## config.mk

```make
export PLATFORM = sky130hd
export DESIGN_NAME = mssd_param
export DESIGN_NICKNAME = d
export VERILOG_FILES = /design/src/rtl/mssd_param.sv
export SDC_FILE = /design/constraint.sdc
export NUM_CORES = 1
export LEC_CHECK = 0
export CAP_MARGIN = 40
export CORE_MARGIN = 1.5
export CORE_UTILIZATION = 64
export CTS_BUF_LIST = sky130_fd_sc_hd__clkbuf_2
export DETAILED_ROUTE_END_ITERATION = 6
export DONT_BUFFER_PORTS = 1
export GPL_ROUTABILITY_DRIVEN = 0
export GPL_TIMING_DRIVEN = 0
export PLACE_DENSITY_LB_ADDON = 0.15
export RECOVER_POWER = 50
export SLEW_MARGIN = 20
export SYNTH_ARGS = -nofsm -noshare
export SYNTH_HDL_FRONTEND = slang
export SYNTH_SLANG_ARGS = --single-unit
```

## constraint.sdc

```tcl
create_clock -name clk -period 1.5 [get_ports clk]
set_input_delay 0.3 -clock clk [delete_from_list [all_inputs] [get_ports clk]]
set_output_delay 0.3 -clock clk [all_outputs]
set_load 0.02 [all_outputs]
```

## src/rtl/mssd_param.sv

```systemverilog
// mssd_param - parametrised multi-channel serial demultiplexer.
//
// Frame on serIn (idle 1): start(0) | addr[ADDR_W] | len[LEN_W] | payload[L+1]
//                          | parity (MSSD_PARITY_EN only) | stop(1)
// Each payload bit is presented on dout with a one-hot ch_sel and out_valid.
// Frames addressed at a channel >= NCH are consumed silently after one error.
//
// Optional feature macro: MSSD_PARITY_EN - adds an even-parity bit after the
// payload, checked against the XOR of the payload bits.
//
// Ports:
//   clk        system clock, rising edge
//   rst        asynchronous active-high reset
//   serIn      serial input
//   dout       current payload bit (registered)
//   ch_sel     one-hot channel of dout, zero when out_valid=0
//   out_valid  dout/ch_sel valid
//   frame_done one-cycle pulse after a clean frame's good stop bit
//   error      one-cycle pulse per detected fault
//   busy       high whenever the receiver is not idle
//
// state  | meaning
// -------+---------------------------------------------
// S_IDLE | waiting for start bit
// S_ADDR | shifting in channel address, MSB first
// S_LEN  | shifting in length field into payload counter
// S_DATA | forwarding payload bits, counter counts down
// S_PAR  | sampling parity bit (MSSD_PARITY_EN only)
// S_STOP | sampling stop bit
module mssd_param #(
    parameter int ADDR_W = 2,
    parameter int NCH    = 4,
    parameter int LEN_W  = 4
) (
    input  logic           clk,
    input  logic           rst,
    input  logic           serIn,
    output logic           dout,
    output logic [NCH-1:0] ch_sel,
    output logic           out_valid,
    output logic           frame_done,
    output logic           error,
    output logic           busy
);

    localparam int CNT_MAX = (ADDR_W > LEN_W) ? ADDR_W : LEN_W;
    localparam int CW      = $clog2(CNT_MAX + 1);

    typedef enum logic [2:0] {
        S_IDLE,
        S_ADDR,
        S_LEN,
        S_DATA,
        S_PAR,
        S_STOP
    } state_t;

    state_t            r_state, w_state_nxt;
    logic [CW-1:0]     r_cnt, w_cnt_nxt;
    logic [ADDR_W-1:0] r_addr, w_addr_nxt;
    logic [LEN_W-1:0]  r_bcnt, w_bcnt_nxt;
    logic              r_drop, w_drop_nxt;
    logic              r_ferr, w_ferr_nxt;
    logic              r_dout, w_dout_nxt;
    logic [NCH-1:0]    r_sel, w_sel_nxt;
    logic              r_valid, w_valid_nxt;
    logic              r_done, w_done_nxt;
    logic              r_err, w_err_nxt;
`ifdef MSSD_PARITY_EN
    logic              r_par, w_par_nxt;
`endif

    // Shift-in values; truncating casts keep this valid for 1-bit fields.
    logic [ADDR_W-1:0] w_addr_sh;
    logic [LEN_W-1:0]  w_len_sh;
    assign w_addr_sh = ADDR_W'({r_addr, serIn});
    assign w_len_sh  = LEN_W'({r_bcnt, serIn});

    always_comb begin
        w_state_nxt = r_state;
        w_cnt_nxt   = r_cnt;
        w_addr_nxt  = r_addr;
        w_bcnt_nxt  = r_bcnt;
        w_drop_nxt  = r_drop;
        w_ferr_nxt  = r_ferr;
        w_dout_nxt  = r_dout;
        w_sel_nxt   = '0;
        w_valid_nxt = 1'b0;
        w_done_nxt  = 1'b0;
        w_err_nxt   = 1'b0;
`ifdef MSSD_PARITY_EN
        w_par_nxt   = r_par;
`endif
        case (r_state)
            S_IDLE: begin
                if (!serIn) begin
                    w_state_nxt = S_ADDR;
                    w_cnt_nxt   = CW'(ADDR_W - 1);
                    w_addr_nxt  = '0;
                    w_drop_nxt  = 1'b0;
                    w_ferr_nxt  = 1'b0;
`ifdef MSSD_PARITY_EN
                    w_par_nxt   = 1'b0;
`endif
                end
            end
            S_ADDR: begin
                w_addr_nxt = w_addr_sh;
                if (r_cnt == '0) begin
                    w_state_nxt = S_LEN;
                    w_cnt_nxt   = CW'(LEN_W - 1);
                    if (int'(w_addr_sh) >= NCH) begin
                        w_drop_nxt = 1'b1;
                        w_ferr_nxt = 1'b1;
                        w_err_nxt  = 1'b1;
                    end
                end else begin
                    w_cnt_nxt = r_cnt - 1'b1;
                end
            end
            S_LEN: begin
                // Length shifts straight into the payload down-counter.
                w_bcnt_nxt = w_len_sh;
                if (r_cnt == '0) w_state_nxt = S_DATA;
                else             w_cnt_nxt   = r_cnt - 1'b1;
            end
            S_DATA: begin
`ifdef MSSD_PARITY_EN
                w_par_nxt = r_par ^ serIn;
`endif
                if (!r_drop) begin
                    w_dout_nxt  = serIn;
                    w_sel_nxt   = NCH'(1) << r_addr;
                    w_valid_nxt = 1'b1;
                end
                // Terminal count at zero: L=all-ones yields 2**LEN_W bits.
                if (r_bcnt == '0) begin
`ifdef MSSD_PARITY_EN
                    w_state_nxt = S_PAR;
`else
                    w_state_nxt = S_STOP;
`endif
                end else begin
                    w_bcnt_nxt = r_bcnt - 1'b1;
                end
            end
`ifdef MSSD_PARITY_EN
            S_PAR: begin
                if (serIn != r_par) begin
                    w_err_nxt  = 1'b1;
                    w_ferr_nxt = 1'b1;
                end
                w_state_nxt = S_STOP;
            end
`endif
            S_STOP: begin
                if (serIn) w_done_nxt = !r_ferr;
                else       w_err_nxt  = 1'b1;
                w_state_nxt = S_IDLE;
            end
            default: w_state_nxt = S_IDLE;
        endcase
    end

    always_ff @(posedge clk or posedge rst) begin
        if (rst) begin
            r_state <= S_IDLE;
            r_cnt   <= '0;
            r_addr  <= '0;
            r_bcnt  <= '0;
            r_drop  <= 1'b0;
            r_ferr  <= 1'b0;
            r_dout  <= 1'b0;
            r_sel   <= '0;
            r_valid <= 1'b0;
            r_done  <= 1'b0;
            r_err   <= 1'b0;
`ifdef MSSD_PARITY_EN
            r_par   <= 1'b0;
`endif
        end else begin
            r_state <= w_state_nxt;
            r_cnt   <= w_cnt_nxt;
            r_addr  <= w_addr_nxt;
            r_bcnt  <= w_bcnt_nxt;
            r_drop  <= w_drop_nxt;
            r_ferr  <= w_ferr_nxt;
            r_dout  <= w_dout_nxt;
            r_sel   <= w_sel_nxt;
            r_valid <= w_valid_nxt;
            r_done  <= w_done_nxt;
            r_err   <= w_err_nxt;
`ifdef MSSD_PARITY_EN
            r_par   <= w_par_nxt;
`endif
        end
    end

    assign dout       = r_dout;
    assign ch_sel     = r_sel;
    assign out_valid  = r_valid;
    assign frame_done = r_done;
    assign error      = r_err;
    assign busy       = (r_state != S_IDLE);

endmodule

```

==> summary.md <==
| Metric | Value |
|---|---|
| Routed vias | `730` |
| Drt total wl | `1.87 mm` |
| Nature of the critical path endpoint | `register` |
| Clock transition at path regs | `0.20 ns` |
| Setup violators final | `0` |
| Cell Area, Placed | `1020 um^2` |
| FILL cells | `102` |
| Final nets | `113` |
| Crit path cell chain | `buf_2, nand2b_4, o21ba_2, mux2i_1, o31ai_1` |
| RSZ-0062 raised after global routing | `true` |
| Final period util | `99.0%` |
| Initial antenna violation count | `0` |
| Syn Nets | `104` |
| Maximum clock frequency | `0.673 GHz` |
| RR Endpoint | `r_bcnt[0]` |
| Hold path cells | `1` |
| Worst-margin pin slew | `0.716 ns` |
| Util after Layout | `75.9%` |
| Power density over the cells | `2390 nW/um^2` |
| Reg2Reg Launch Point | `r_state[2]` |
| Dpl hpwl | `1.14 mm` |
| Worst EP arrival | `1.71 ns` |
| Die Span Y | `42.5 um` |
| Setup Skew | `0.00994 ns` |
| P_leak | `0.000543 uW` |
| Hold_ws | `0.0286 ns` |
| Design area | `1130 um^2` |
| Synthesized instance count | `98` |
| #FFs+latches synth | `20` |
| CTS max path bufs | `2` |
| Root buf cell | `clkbuf_2` |
| Worst skew pair latency | `0.31 ns` |
| Commonest non-fill, non-tap cells in the layout | `dfrtp_1, nor2_1, inv_1, a21oi_1, nand2_1` |
| Vias in the first global route | `668` |
| Area grow syn2layout | `13.0%` |
| # IOs | `12` |
| Fin crit period | `1.49 ns` |
| R2R Setup Slk | `0.01 ns` |
| Slew headroom | `52.2%` |
| Critical Path Start Type | `register` |
| I/O Buffers | `0` |
| Drt drc | `0` |
| Yosys warns | `0` |
| TritonCTS clock tree | `built` |
| Mapped Avg Cell Area | `10.2 um^2` |
| Via/cell ratio | `5.98` |
| H-tree depth | `1` |
| Worst Path Max Fanout | `9` |
| Gr ovfl total | `0` |
| Status | `complete, no violations` |
| Die ar. | `1810 um^2` |
| R2R depth | `5` |
| Crit path max-delay cell type | `dfrtp_1` |
| Core area | `1490 um^2` |
| Slew Viols, Final | `0` |
| Yosys cell types | `34` |
| CTS Buf Count | `3` |
| Largest net degree at the start of global routing | `21` |
| Initial DRC Count | `28` |
| Final hold vios | `0` |
| Max Cap Viol | `0` |
| ANT cells | `0` |
| Mapped cell area | `1000 um^2` |
| CP Class | `register to register` |
| CP required | `1.72 ns` |
| Post-route ant nets | `0` |
| Starting Density | `67.1%` |
| Die span in x | `42.5 um` |
| CP max stage delay | `0.39 ns` |
| Share of layout cells above drive strength 1 | `25.5%` |
| Hold Path Sink | `error` |
| DR pass1 iterations | `4` |
| Total GRT Usage | `20.2%` |
| Commonest non-fill, non-tap cell in the layout | `dfrtp_1` |
| CTS sink count | `20` |
| Hold Crit Class | `input port to register` |
| Min-delay src | `serIn` |
| Sequential share of the synthesized area | `50.1%` |
| Row count | `14` |
| Routed wire per std cell | `15.3 um` |
| VDD IR-drop max | `1480 uV` |
| First-pass GRT wire length | `2.75 mm` |
critical path, delay by kind of cell (launching register included):
family          cells  cell delay [ns]
buf+inv             1             0.18
mux                 1             0.25
simple gates        1             0.19
flops               1             0.39
compound gates      2             0.38
per-stage QoR:
stage | std cells | TNS (ns) | power [uW] | setup WS [ns]
after floorplan | 98 | 0 | 1900 | 0.162
after global placement | 114 | 0 | 2040 | 0.0644
after detailed placement | 114 | 0 | 2100 | 0.0562
after CTS | 119 | 0 | 2520 | 0.0288
after global routing | 122 | -0.0711 | 2860 | -0.0542
final | 122 | 0 | 2700 | 0.0143
logic make-up (layout without fill, tap and decap cells):
kind of cell | count (synthesis) | count (layout) | synth area share (%)
multiplexers | 4 | 4 | 4.51
buffers and inverters | 13 | 21 | 6.13
adder cells (fa/ha/maj) | 3 | 3 | 3.76
flip-flops | 20 | 20 | 50.1
AO/OA/AOI/OAI | 23 | 23 | 14.9
AND/OR/NAND/NOR | 35 | 35 | 20.7
worst max-delay path by stage:
stage / endpoint / cells past startpoint / from
global placement: r_cnt[1] / 6 / r_cnt[0]
finish: r_bcnt[0] / 5 / r_state[2]
detailed placement: r_cnt[2] / 6 / r_cnt[0]
floorplan: r_cnt[1] / 6 / r_cnt[0]
global route: r_bcnt[0] / 6 / r_bcnt[1]
CTS: r_cnt[1] / 6 / r_cnt[0]
layout make-up:
type / instances / area, um^2 / share of cell area (%)
repair buffers: 4 / 32.5 / 2.88
clock buffers: 3 / 15.0 / 1.33
flip-flops and latches: 20 / 502 / 44.4
multi-input cells: 65 / 469 / 41.5
well taps: 16 / 20.0 / 1.77
plain buffers: 3 / 23.8 / 2.10
inverters: 10 / 37.5 / 3.32
clock inverters: 1 / 30.0 / 2.66
sequential cells by signal, summed over array words and instances (netlist names):
signal / cells
out_valid: 1
r_cnt: 3
error: 1
ch_sel: 4
frame_done: 1
r_bcnt: 4
dout: 1
r_state: 3
r_addr: 2
layer usage:
metal	GRT usage, %	part of all wire (%)	up-vias
li1	-	-	350
met1	24.5	45	349
met2	34.5	51	26
met3	4.31	3.2	5
met4	8.13	1.5	0
met5	0	0	-
where the power goes:
group | total [uW] | switching, uW | internal (uW)
Sequential | 973 | 234 | 740
Combinational | 1330 | 720 | 614
Clock | 396 | 166 | 230
Total | 2700 | 1120 | 1580
cell usage after synthesis (all sizes together):
| library cell | count | area, um^2 |
|---|---|---|
| nand2b | 3 | 26.3 |
| dfrtp | 20 | 500 |
| nor4b | 1 | 8.76 |
| buf | 3 | 23.8 |
| nand2 | 8 | 30.0 |
| nor3b | 2 | 20.0 |
| mux2 | 1 | 15.0 |
| and3 | 1 | 6.26 |
| ha | 3 | 37.5 |
| a2bb2oi | 1 | 8.76 |
| o21ba | 1 | 10.0 |
| nor2b | 3 | 21.3 |
| nand3 | 2 | 10.0 |
| o41ai | 1 | 8.76 |
| o21ai | 7 | 35.0 |
| o211ai | 1 | 7.51 |
| and2b | 1 | 10.0 |
| o2bb2ai | 1 | 15.0 |
| nor3 | 1 | 5.00 |
| or3 | 2 | 12.5 |
| nor2 | 9 | 33.8 |
| o31ai | 2 | 15.0 |
| inv | 10 | 37.5 |
| a22o | 1 | 8.76 |
| mux2i | 3 | 30.0 |
| a21oi | 8 | 40.0 |
| nand3b | 2 | 22.5 |
repair_timing:
| item | in CTS | in global routing |
|---|---|---|
| setup buffers | 0 | 3 |
| hold buffers | 1 | 0 |
| pin swaps | 0 | 1 |
| hold endpoints to repair | 20 | 0 |
| setup endpoints to repair | 1 | 6 |
| resized for setup | 3 | 6 |
No activity file was read; power rests on OpenSTA's default activity.
